===== src/rtl/serial_mag_cmp_pkg.sv =====
`default_nettype none
// ============================================================================
// Module      : serial_mag_cmp_pkg
// Description : Shared state encoding and counter sizing for the bit-serial
//               magnitude comparator.
// Revision    : 1.0 - initial release
// ============================================================================
package serial_mag_cmp_pkg;

    typedef logic [1:0] state_t;

    localparam state_t ST_IDLE  = 2'd0;
    localparam state_t ST_SHIFT = 2'd1;
    localparam state_t ST_DONE  = 2'd2;

    // Bit-counter width; a 1-bit operand still needs a 1-bit counter.
    function automatic int cnt_width(input int width);
        return (width > 1) ? $clog2(width) : 1;
    endfunction

endpackage : serial_mag_cmp_pkg
`default_nettype wire


===== src/rtl/eq1.sv =====
`default_nettype none
// ============================================================================
// Module      : eq1
// Description : Single-bit equality cell; eq is high when i0 and i1 match.
// Revision    : 1.0 - initial release
// ============================================================================
module eq1 (
    input  logic i0,
    input  logic i1,
    output logic eq
);

    logic w_p0;
    logic w_p1;

    // Both-zero and both-one product terms.
    assign w_p0 = ~i0 & ~i1;
    assign w_p1 =  i0 &  i1;
    assign eq   = w_p0 | w_p1;

endmodule : eq1
`default_nettype wire


===== src/rtl/serial_mag_cmp.sv =====
`default_nettype none
// ============================================================================
// Module      : serial_mag_cmp
// Description : Bit-serial WIDTH-bit unsigned magnitude comparator. Operands
//               are latched on start and walked MSB-first through one eq1
//               cell; eq/gt/lt are registered and held until the next start.
//               Optional build macro SERIAL_MAG_CMP_EARLY_EXIT_EN ends the
//               walk on the first mismatching bit.
// Revision    : 1.0 - initial release
// ============================================================================
module serial_mag_cmp
    import serial_mag_cmp_pkg::*;
#(
    parameter int WIDTH = 8
) (
    input  logic             clk,
    input  logic             rst_n,
    input  logic             start,
    input  logic [WIDTH-1:0] a,
    input  logic [WIDTH-1:0] b,
    output logic             busy,
    output logic             done,
    output logic             eq,
    output logic             gt,
    output logic             lt
);

    localparam int                CNT_W    = cnt_width(WIDTH);
    localparam logic [CNT_W-1:0]  CNT_LAST = CNT_W'(WIDTH - 1);
    localparam logic [CNT_W-1:0]  CNT_ZERO = '0;
    localparam logic [CNT_W-1:0]  CNT_ONE  = CNT_W'(1);

    state_t             r_state_q, w_state_d;
    logic [WIDTH-1:0]   r_a_q,     w_a_d;
    logic [WIDTH-1:0]   r_b_q,     w_b_d;
    logic [CNT_W-1:0]   r_cnt_q,   w_cnt_d;
    logic               r_mism_q,  w_mism_d;
    logic               r_busy_q,  w_busy_d;
    logic               r_done_q,  w_done_d;
    logic               r_eq_q,    w_eq_d;
    logic               r_gt_q,    w_gt_d;
    logic               r_lt_q,    w_lt_d;

    logic               w_bit_a;
    logic               w_bit_b;
    logic               w_bit_eq;
    logic               w_accept;
    logic               w_first_mism;
    logic               w_last_bit;
    logic               w_exit;

    assign w_bit_a = r_a_q[r_cnt_q];
    assign w_bit_b = r_b_q[r_cnt_q];

    eq1 u_eq1 (
        .i0 (w_bit_a),
        .i1 (w_bit_b),
        .eq (w_bit_eq)
    );

    // Next-state and next-output logic for the compare sequencer.
    always_comb begin
        w_state_d    = r_state_q;
        w_a_d        = r_a_q;
        w_b_d        = r_b_q;
        w_cnt_d      = r_cnt_q;
        w_mism_d     = r_mism_q;
        w_busy_d     = r_busy_q;
        w_done_d     = 1'b0;
        w_eq_d       = r_eq_q;
        w_gt_d       = r_gt_q;
        w_lt_d       = r_lt_q;
        w_accept     = start && ((r_state_q == ST_IDLE) || (r_state_q == ST_DONE));
        w_first_mism = 1'b0;
        w_last_bit   = (r_cnt_q == CNT_ZERO);
        w_exit       = 1'b0;

        case (r_state_q)
            ST_IDLE, ST_DONE: begin
                if (w_accept) begin
                    w_a_d     = a;
                    w_b_d     = b;
                    w_cnt_d   = CNT_LAST;
                    w_mism_d  = 1'b0;
                    w_eq_d    = 1'b0;
                    w_gt_d    = 1'b0;
                    w_lt_d    = 1'b0;
                    w_busy_d  = 1'b1;
                    w_state_d = ST_SHIFT;
                end else begin
                    w_state_d = ST_IDLE;
                end
            end

            ST_SHIFT: begin
                // Only the most significant differing bit decides gt/lt.
                w_first_mism = !w_bit_eq && !r_mism_q;
                if (w_first_mism) begin
                    w_mism_d = 1'b1;
                    w_gt_d   =  w_bit_a;
                    w_lt_d   = ~w_bit_a;
                end
`ifdef SERIAL_MAG_CMP_EARLY_EXIT_EN
                w_exit = w_last_bit || w_first_mism;
`else
                w_exit = w_last_bit;
`endif
                if (w_exit) begin
                    if (w_last_bit && !r_mism_q && w_bit_eq) begin
                        w_eq_d = 1'b1;
                    end
                    w_busy_d  = 1'b0;
                    w_done_d  = 1'b1;
                    w_state_d = ST_DONE;
                end else begin
                    w_cnt_d = r_cnt_q - CNT_ONE;
                end
            end

            default: begin
                w_busy_d  = 1'b0;
                w_state_d = ST_IDLE;
            end
        endcase
    end

    // State and output registers; asynchronous reset discards any compare.
    always_ff @(posedge clk or negedge rst_n) begin
        if (!rst_n) begin
            r_state_q <= ST_IDLE;
            r_a_q     <= '0;
            r_b_q     <= '0;
            r_cnt_q   <= '0;
            r_mism_q  <= 1'b0;
            r_busy_q  <= 1'b0;
            r_done_q  <= 1'b0;
            r_eq_q    <= 1'b0;
            r_gt_q    <= 1'b0;
            r_lt_q    <= 1'b0;
        end else begin
            r_state_q <= w_state_d;
            r_a_q     <= w_a_d;
            r_b_q     <= w_b_d;
            r_cnt_q   <= w_cnt_d;
            r_mism_q  <= w_mism_d;
            r_busy_q  <= w_busy_d;
            r_done_q  <= w_done_d;
            r_eq_q    <= w_eq_d;
            r_gt_q    <= w_gt_d;
            r_lt_q    <= w_lt_d;
        end
    end

    assign busy = r_busy_q;
    assign done = r_done_q;
    assign eq   = r_eq_q;
    assign gt   = r_gt_q;
    assign lt   = r_lt_q;

endmodule : serial_mag_cmp
`default_nettype wire


===== config.mk =====
export PLATFORM = sky130hd
export DESIGN_NAME = serial_mag_cmp
export DESIGN_NICKNAME = d
export VERILOG_FILES = /design/src/rtl/serial_mag_cmp_pkg.sv /design/src/rtl/eq1.sv /design/src/rtl/serial_mag_cmp.sv
export SDC_FILE = /design/constraint.sdc
export NUM_CORES = 1
export LEC_CHECK = 0
export ABC_AREA = 0
export BUFFER_PORTS_ARGS = -buffer_cell sky130_fd_sc_hd__buf_2
export CAP_MARGIN = 0
export CORE_AREA = 4 4 72 61
export DETAILED_ROUTE_END_ITERATION = 8
export DIE_AREA = 0 0 76 65
export GPL_TIMING_DRIVEN = 1
export PLACE_DENSITY = 0.54
export SYNTH_ARGS = -nofsm -noshare
export SYNTH_HDL_FRONTEND = slang
export SYNTH_HIERARCHICAL = 1
export SYNTH_SLANG_ARGS = --single-unit

===== constraint.sdc =====
create_clock -name clk -period 6 [get_ports clk]
set_input_delay 0.3 -clock clk [delete_from_list [all_inputs] [get_ports clk]]
set_output_delay 0.3 -clock clk [all_outputs]
set_load 0.03 [all_outputs]

# Yosys cells after proc, flatten, opt, wreduce, memory -nomap -nowiden
# Index checks and enable logic that the tools add are counted.
[word_totals]
in_bits = 19
out_inout_bits = 5
regBits = 27
word_cells = 65
[classes]
magnitude_cmp = 1
add_sub_neg = 1
n_mux = 25
eq_ne = 7
n_reduce_logical = 16
bitwise_logic = 5
[ops]
columns = ["cell", "n"]
rows = [
  ["$mux W1", 13],
  ["$ne A2 B2 Y1 const B", 5],
  ["$pmux W1 S2", 5],
  ["$bmux W1 S3", 2],
  ["$mux W3", 2],
  ["$pmux W3 S2", 1],
  ["$reduce_and A3 Y1", 2],
  ["$logic_and A1 B1 Y1", 4],
  ["$lt A3 B4 Y1 const B", 1],
  ["$pmux W2 S2", 1],
  ["$reduce_and A2 Y1", 2],
  ["$reduce_and A4 Y1", 1],
  ["$logic_not A3 Y1", 1],
  ["$sub A3 B1 Y3 const B", 1],
  ["$and A1 B1 Y1", 2],
  ["$eq A2 B1 Y1 const B", 1],
  ["$eq A2 B2 Y1 const B", 1],
  ["$logic_not A1 Y1", 2],
  ["$logic_not A2 Y1", 1],
  ["$mux W2", 1],
  ["$not A1 Y1", 2],
  ["$reduce_bool A2 Y1", 1],
  ["$reduce_or A2 Y1", 1],
  ["$logic_or A1 B1 Y1", 1],
  ["$or A1 B1 Y1", 1],
]

# Depth between registers and ports, before layout
[logic_depth]
depth_word = 9
mapped_depth = 7
ltp_nobuf = 6

# Cells and area by module
# Netlist, hierarchy kept.
[modules_own_cells]
columns = ["module", "seq_area_each_um2", "area_per_inst_um2", "n_inst", "cells_per_inst"]
rows = [
  ["serial_mag_cmp", 675.6, 1226.2, 1, 121],
  ["eq1", 0.0, 8.8, 1, 1],
]

# Least setup slack after synthesis
# No wires, ideal clock.
[synth_path]
path_kind = "register -> register"
from = "reg r_cnt_q[0]"
to = "reg r_gt_q, in the netlist gt"
synth_period_minus_slack_ns = 2.469
stages_incl_launch_ff = 7
t_required_ns = 5.875
path_buffers = 1
setup_time_ns = 0.125
path_slack_ns = 3.531
arrival_time_ns = 2.345
cell_sequence = "dfrtp_1 buf_6 mux2_4 mux4_2 xnor2_1 or4b_2 mux2_2"
[synth_between]
elab_chain_len = 9
word_cells_on_any_way = 15
classes_between = "eq/ne (1); mux (6); bitwise (5); reduce/logical (3)"
[synth_rtl]
columns = ["element", "line", "source"]
rows = [
  ["start, declared", "serial_mag_cmp.sv:36", "logic [CNT_W-1:0] r_cnt_q, w_cnt_d;"],
  ["start signal, assigned", "serial_mag_cmp.sv:144", "r_cnt_q <= w_cnt_d;"],
  ["$bmux W1 S3 *", "serial_mag_cmp.sv:52", "assign w_bit_a = r_a_q[r_cnt_q];"],
  ["$mux W1 (not written as such) *", "serial_mag_cmp.sv:52", ""],
  ["net w_bit_a", "serial_mag_cmp.sv:44", "logic w_bit_a;"],
  ["$not A1 Y1", "eq1.sv:17", "assign w_p0 = ~i0 & ~i1;"],
  ["$and A1 B1 Y1", "eq1.sv:17", ""],
  ["$or A1 B1 Y1 *", "eq1.sv:19", "assign eq = w_p0 | w_p1;"],
  ["net w_bit_eq", "serial_mag_cmp.sv:46", "logic w_bit_eq;"],
  ["$logic_not A1 Y1 *", "serial_mag_cmp.sv:97", "w_first_mism = !w_bit_eq && !r_mism_q;"],
  ["$logic_and A1 B1 Y1 *", "serial_mag_cmp.sv:97", ""],
  ["$ne A2 B2 Y1 (no line) *", "--", ""],
  ["$reduce_and A3 Y1 (no line) *", "--", ""],
  ["end signal, assigned", "serial_mag_cmp.sv:149", "r_gt_q <= w_gt_d;"],
  ["end, declared", "serial_mag_cmp.sv:41", "logic r_gt_q, w_gt_d;"],
]
# The timed path passes the listed nets; every way through them passes the cells marked *. The select of a mux whose other input is x is not followed.
# A chain may end at the register's enable or synchronous reset.

# Worst setup path after layout
[layout_path]
from = "reg r_cnt_q[0]"
to = "reg r_gt_q, in the netlist gt"
[layout_between]
elab_chain_len = 9
word_cells_on_any_way = 15
classes_between = "eq/ne (1); mux (6); bitwise (5); reduce/logical (3)"
[layout_rtl]
columns = ["element", "line", "source"]
rows = [
  ["$bmux W1 S3 *", "serial_mag_cmp.sv:53", "assign w_bit_b = r_b_q[r_cnt_q];"],
  ["$mux W1 (not written as such) *", "serial_mag_cmp.sv:53", ""],
  ["net w_bit_b", "serial_mag_cmp.sv:45", "logic w_bit_b;"],
  ["$not A1 Y1", "eq1.sv:17", ""],
  ["$and A1 B1 Y1", "eq1.sv:17", ""],
  ["$or A1 B1 Y1 *", "eq1.sv:19", ""],
  ["net w_bit_eq", "serial_mag_cmp.sv:46", ""],
  ["$logic_not A1 Y1 *", "serial_mag_cmp.sv:97", ""],
  ["$logic_and A1 B1 Y1 *", "serial_mag_cmp.sv:97", ""],
  ["$ne A2 B2 Y1 (no line) *", "--", ""],
  ["$reduce_and A3 Y1 (no line) *", "--", ""],
]
# Marks and branches as above.

==> flow_metrics.env <==
export IMPL_ir_drop_mv=0.175
export IMPL_skew_ns=0.00124
export IMPL_min_period_over_period_pct=45.7
export IMPL_grt_max_degree=28
export IMPL_slew_headroom_pct=46.1
export IMPL_antenna_found_initial=0
export IMPL_nNetsFinal=166
export IMPL_fmax_ghz=0.364
export IMPL_grt_pass1_wl_um=4170
export IMPL_cts_buffer_depth=2
export IMPL_coreArea_mm2=0.00368
export IMPL_cp_max_fo=9
export IMPL_ys_flop_type="dfrtp_1"
export IMPL_grt_pass1_vias=898
export IMPL_dr_pass1_iters=4
export IMPL_crit_required_ns=6.16
export IMPL_cts_repair_resized=0
export IMPL_fin_cells=188
export IMPL_vias=868
export IMPL_yosys_top_cells_area="dfrtp_1 55%, nand2_1 15%, mux4_1 4.3%"
export IMPL_critPathLaunchType="flip-flop"
export IMPL_antenna_left=0
export IMPL_dp_slack_ns=3.28
export IMPL_synth_commonest_cells="50 x nand2_1, 27 x dfrtp_1, 5 x clkbuf_1"
export IMPL_postCtsSetupBuffers=0
export IMPL_cts_sinks=27
export IMPL_cts_tree="yes"
export IMPL_p_per_area_mw_per_mm2=508
export IMPL_synth_edf_count=0
export IMPL_finish_instance_area_mm2=0.00143
export IMPL_fin_ws_ns=3.26
export IMPL_synth_top_area_share_pct=54.7
export IMPL_crit_path_end_kind="flip-flop"
export IMPL_status="completed"
export IMPL_hpwl_um=1760
export IMPL_syn_avg_cell_area_um2=10.1
export IMPL_drt_iter0_drc=29
export IMPL_io_pin_count=24
export IMPL_fin_total_pwr_mw=0.726
export IMPL_leakagePower_nw=0.758
export IMPL_synthArstFlopShare_pct=100
export IMPL_syn_area_mm2=0.00123
export IMPL_antennaDiodeCount=0
export IMPL_ys_ff_latch=27
export IMPL_regArea_um2=676
export IMPL_rsz0062_at_grt="no"
export IMPL_cts_hold_buf=0
export IMPL_worst_pin_slew_ns=0.809
export IMPL_start_util_pct=33.6
export IMPL_nFillCells=375
export IMPL_path_clk_slew_ns=0.09
export IMPL_report_final_hold_viol_count=0
export IMPL_utilization_pct=38.8
export IMPL_synth_nets=143
export IMPL_die_h_um=65
export IMPL_min_path_type="in -> async"
export IMPL_cts_buffers=3
export IMPL_whs_ns=0.0228
export IMPL_grt_usage_pct=10.4
export IMPL_clk_latency_ns=0.27
export IMPL_synth_seq_area_share_pct=54.7
export IMPL_place_area_mm2=0.00138
export IMPL_port_buffers=23
export IMPL_area_growth_pct=15.7
export IMPL_startpoint="r_cnt_q[0]"
export IMPL_maxCapViolations=0
export IMPL_synth_cell_types=27
export IMPL_cts_max_level=1
export IMPL_dpl_cell_count=184
export IMPL_die_w_um=76
export IMPL_finalCriticalPeriod_ns=2.74
export IMPL_drc_errors=0
export IMPL_vias_per_cell=4.62
export IMPL_path_class="reg -> reg"
export IMPL_die_area_mm2=0.00494
export IMPL_reg2reg_from="r_cnt_q[0]"
export IMPL_wl_um=2480
export IMPL_rows=20
export IMPL_synthCells=122
export IMPL_gr_total_overflow=0
export IMPL_rrSetupSlack_ns=3.26
export IMPL_wire_per_inst_um=13.2
export IMPL_ys_warn_count=6
export IMPL_multi_input_area_um2=514
export IMPL_cts_root_buf="clkbuf_8"
export IMPL_drv_slew=0
export IMPL_synth_top_cell_by_area="dfrtp_1"
export IMPL_yosysMostFrequentCell="nand2_1"
export IMPL_gp_congestion=0.755
export IMPL_fin_setup_tns_ns=0
export IMPL_setup_violations=0
export IMPL_crit_arrival_ns=2.91
export IMPL_layout_drive_gt1_share_pct=24.3
[power by group]
group          leakage [nW]  internal [mW]  total (mW)  switching, mW
clock network        0.0255         0.0465       0.103         0.0566
logic                 0.400          0.147       0.303          0.156
registers             0.333          0.262       0.321         0.0589
total                 0.758          0.455       0.726          0.272
[placed cells by master, fill, tap and decap left out]
master and instances:
or4_1 1, nor2_1 2, mux4_2 1, mux4_1 2, and2_1 1, mux2_4 3, nand3_1 2, a31oi_1 1
a32o_1 1, clkinv_2 1, mux2_2 2, nor2b_1 2, nand2b_1 3, inv_1 4, a21oi_1 2, dfrtp_1 27
nand2_1 50, clkbuf_8 3, buf_2 23, a211oi_1 1, o21ai_1 1, o21ai_0 3, o22ai_1 1, buf_4 1
mux2_1 1, or4b_2 1, ha_1 2, xnor2_1 1, and3_1 1
[cells by family (layout without fill, tap and decap cells)]
family / Yosys count / after routing / share of synthesized area (%)
adders and majority gates: 2 / 2 / 2.03
buffers and inverters: 10 / 32 / 3.65
xor gates and xnor gates: 1 / 1 / 0.709
and+or+nand+nor: 63 / 63 / 21.6
DFF: 27 / 27 / 54.7
AOI/OAI and AO/OA: 10 / 10 / 4.86
muxes: 9 / 9 / 12.5
[critical path: stages, from the launching register on]
cell	delay (ns)
dfrtp_1	0.59
mux4_1	0.64
mux2_2	0.29
xnor2_1	0.15
or4b_2	0.67
mux2_2	0.30
[state kept, by name, summed over array words and instances, names as in the netlist]
signal / flops
lt: 1
busy: 1
r_mism_q: 1
eq: 1
gt: 1
r_cnt_q: 3
r_b_q: 8
done: 1
r_state_q: 2
r_a_q: 8
[path summary, 6_finish.rpt]
| kind | to | cells after the start |
|---|---|---|
| max | gt | 5 |
| min | eq | 1 |
| max reg2reg | gt | 5 |
| min reg2reg | r_b_q[1] | 2 |
| max in group asynchronous | busy | 1 |
| min in group clk | r_a_q[2] | 3 |
[cell type report]
class | count | area share (%)
Clock buffer | 3 | 2.89
Clock inverter | 1 | 0.350
Inverter | 4 | 1.05
Multi-Input combinational cell | 85 | 36.0
Sequential cell | 27 | 47.3
Tap cell | 44 | 3.85
Timing Repair Buffer | 24 | 8.58
[per-layer routing]
metal / routed length, um / vias up / global-route usage, % / share of wire [%]
met5: 0 / - / 0 / 0
met4: 15 / 0 / 1.33 / 0.60
met3: 114 / 2 / 3.06 / 4.6
met2: 1050 / 23 / 15.6 / 42
met1: 1300 / 402 / 15.2 / 52
li1: - / 441 / - / -
Note: power is estimated with default switching activity, not from simulation.
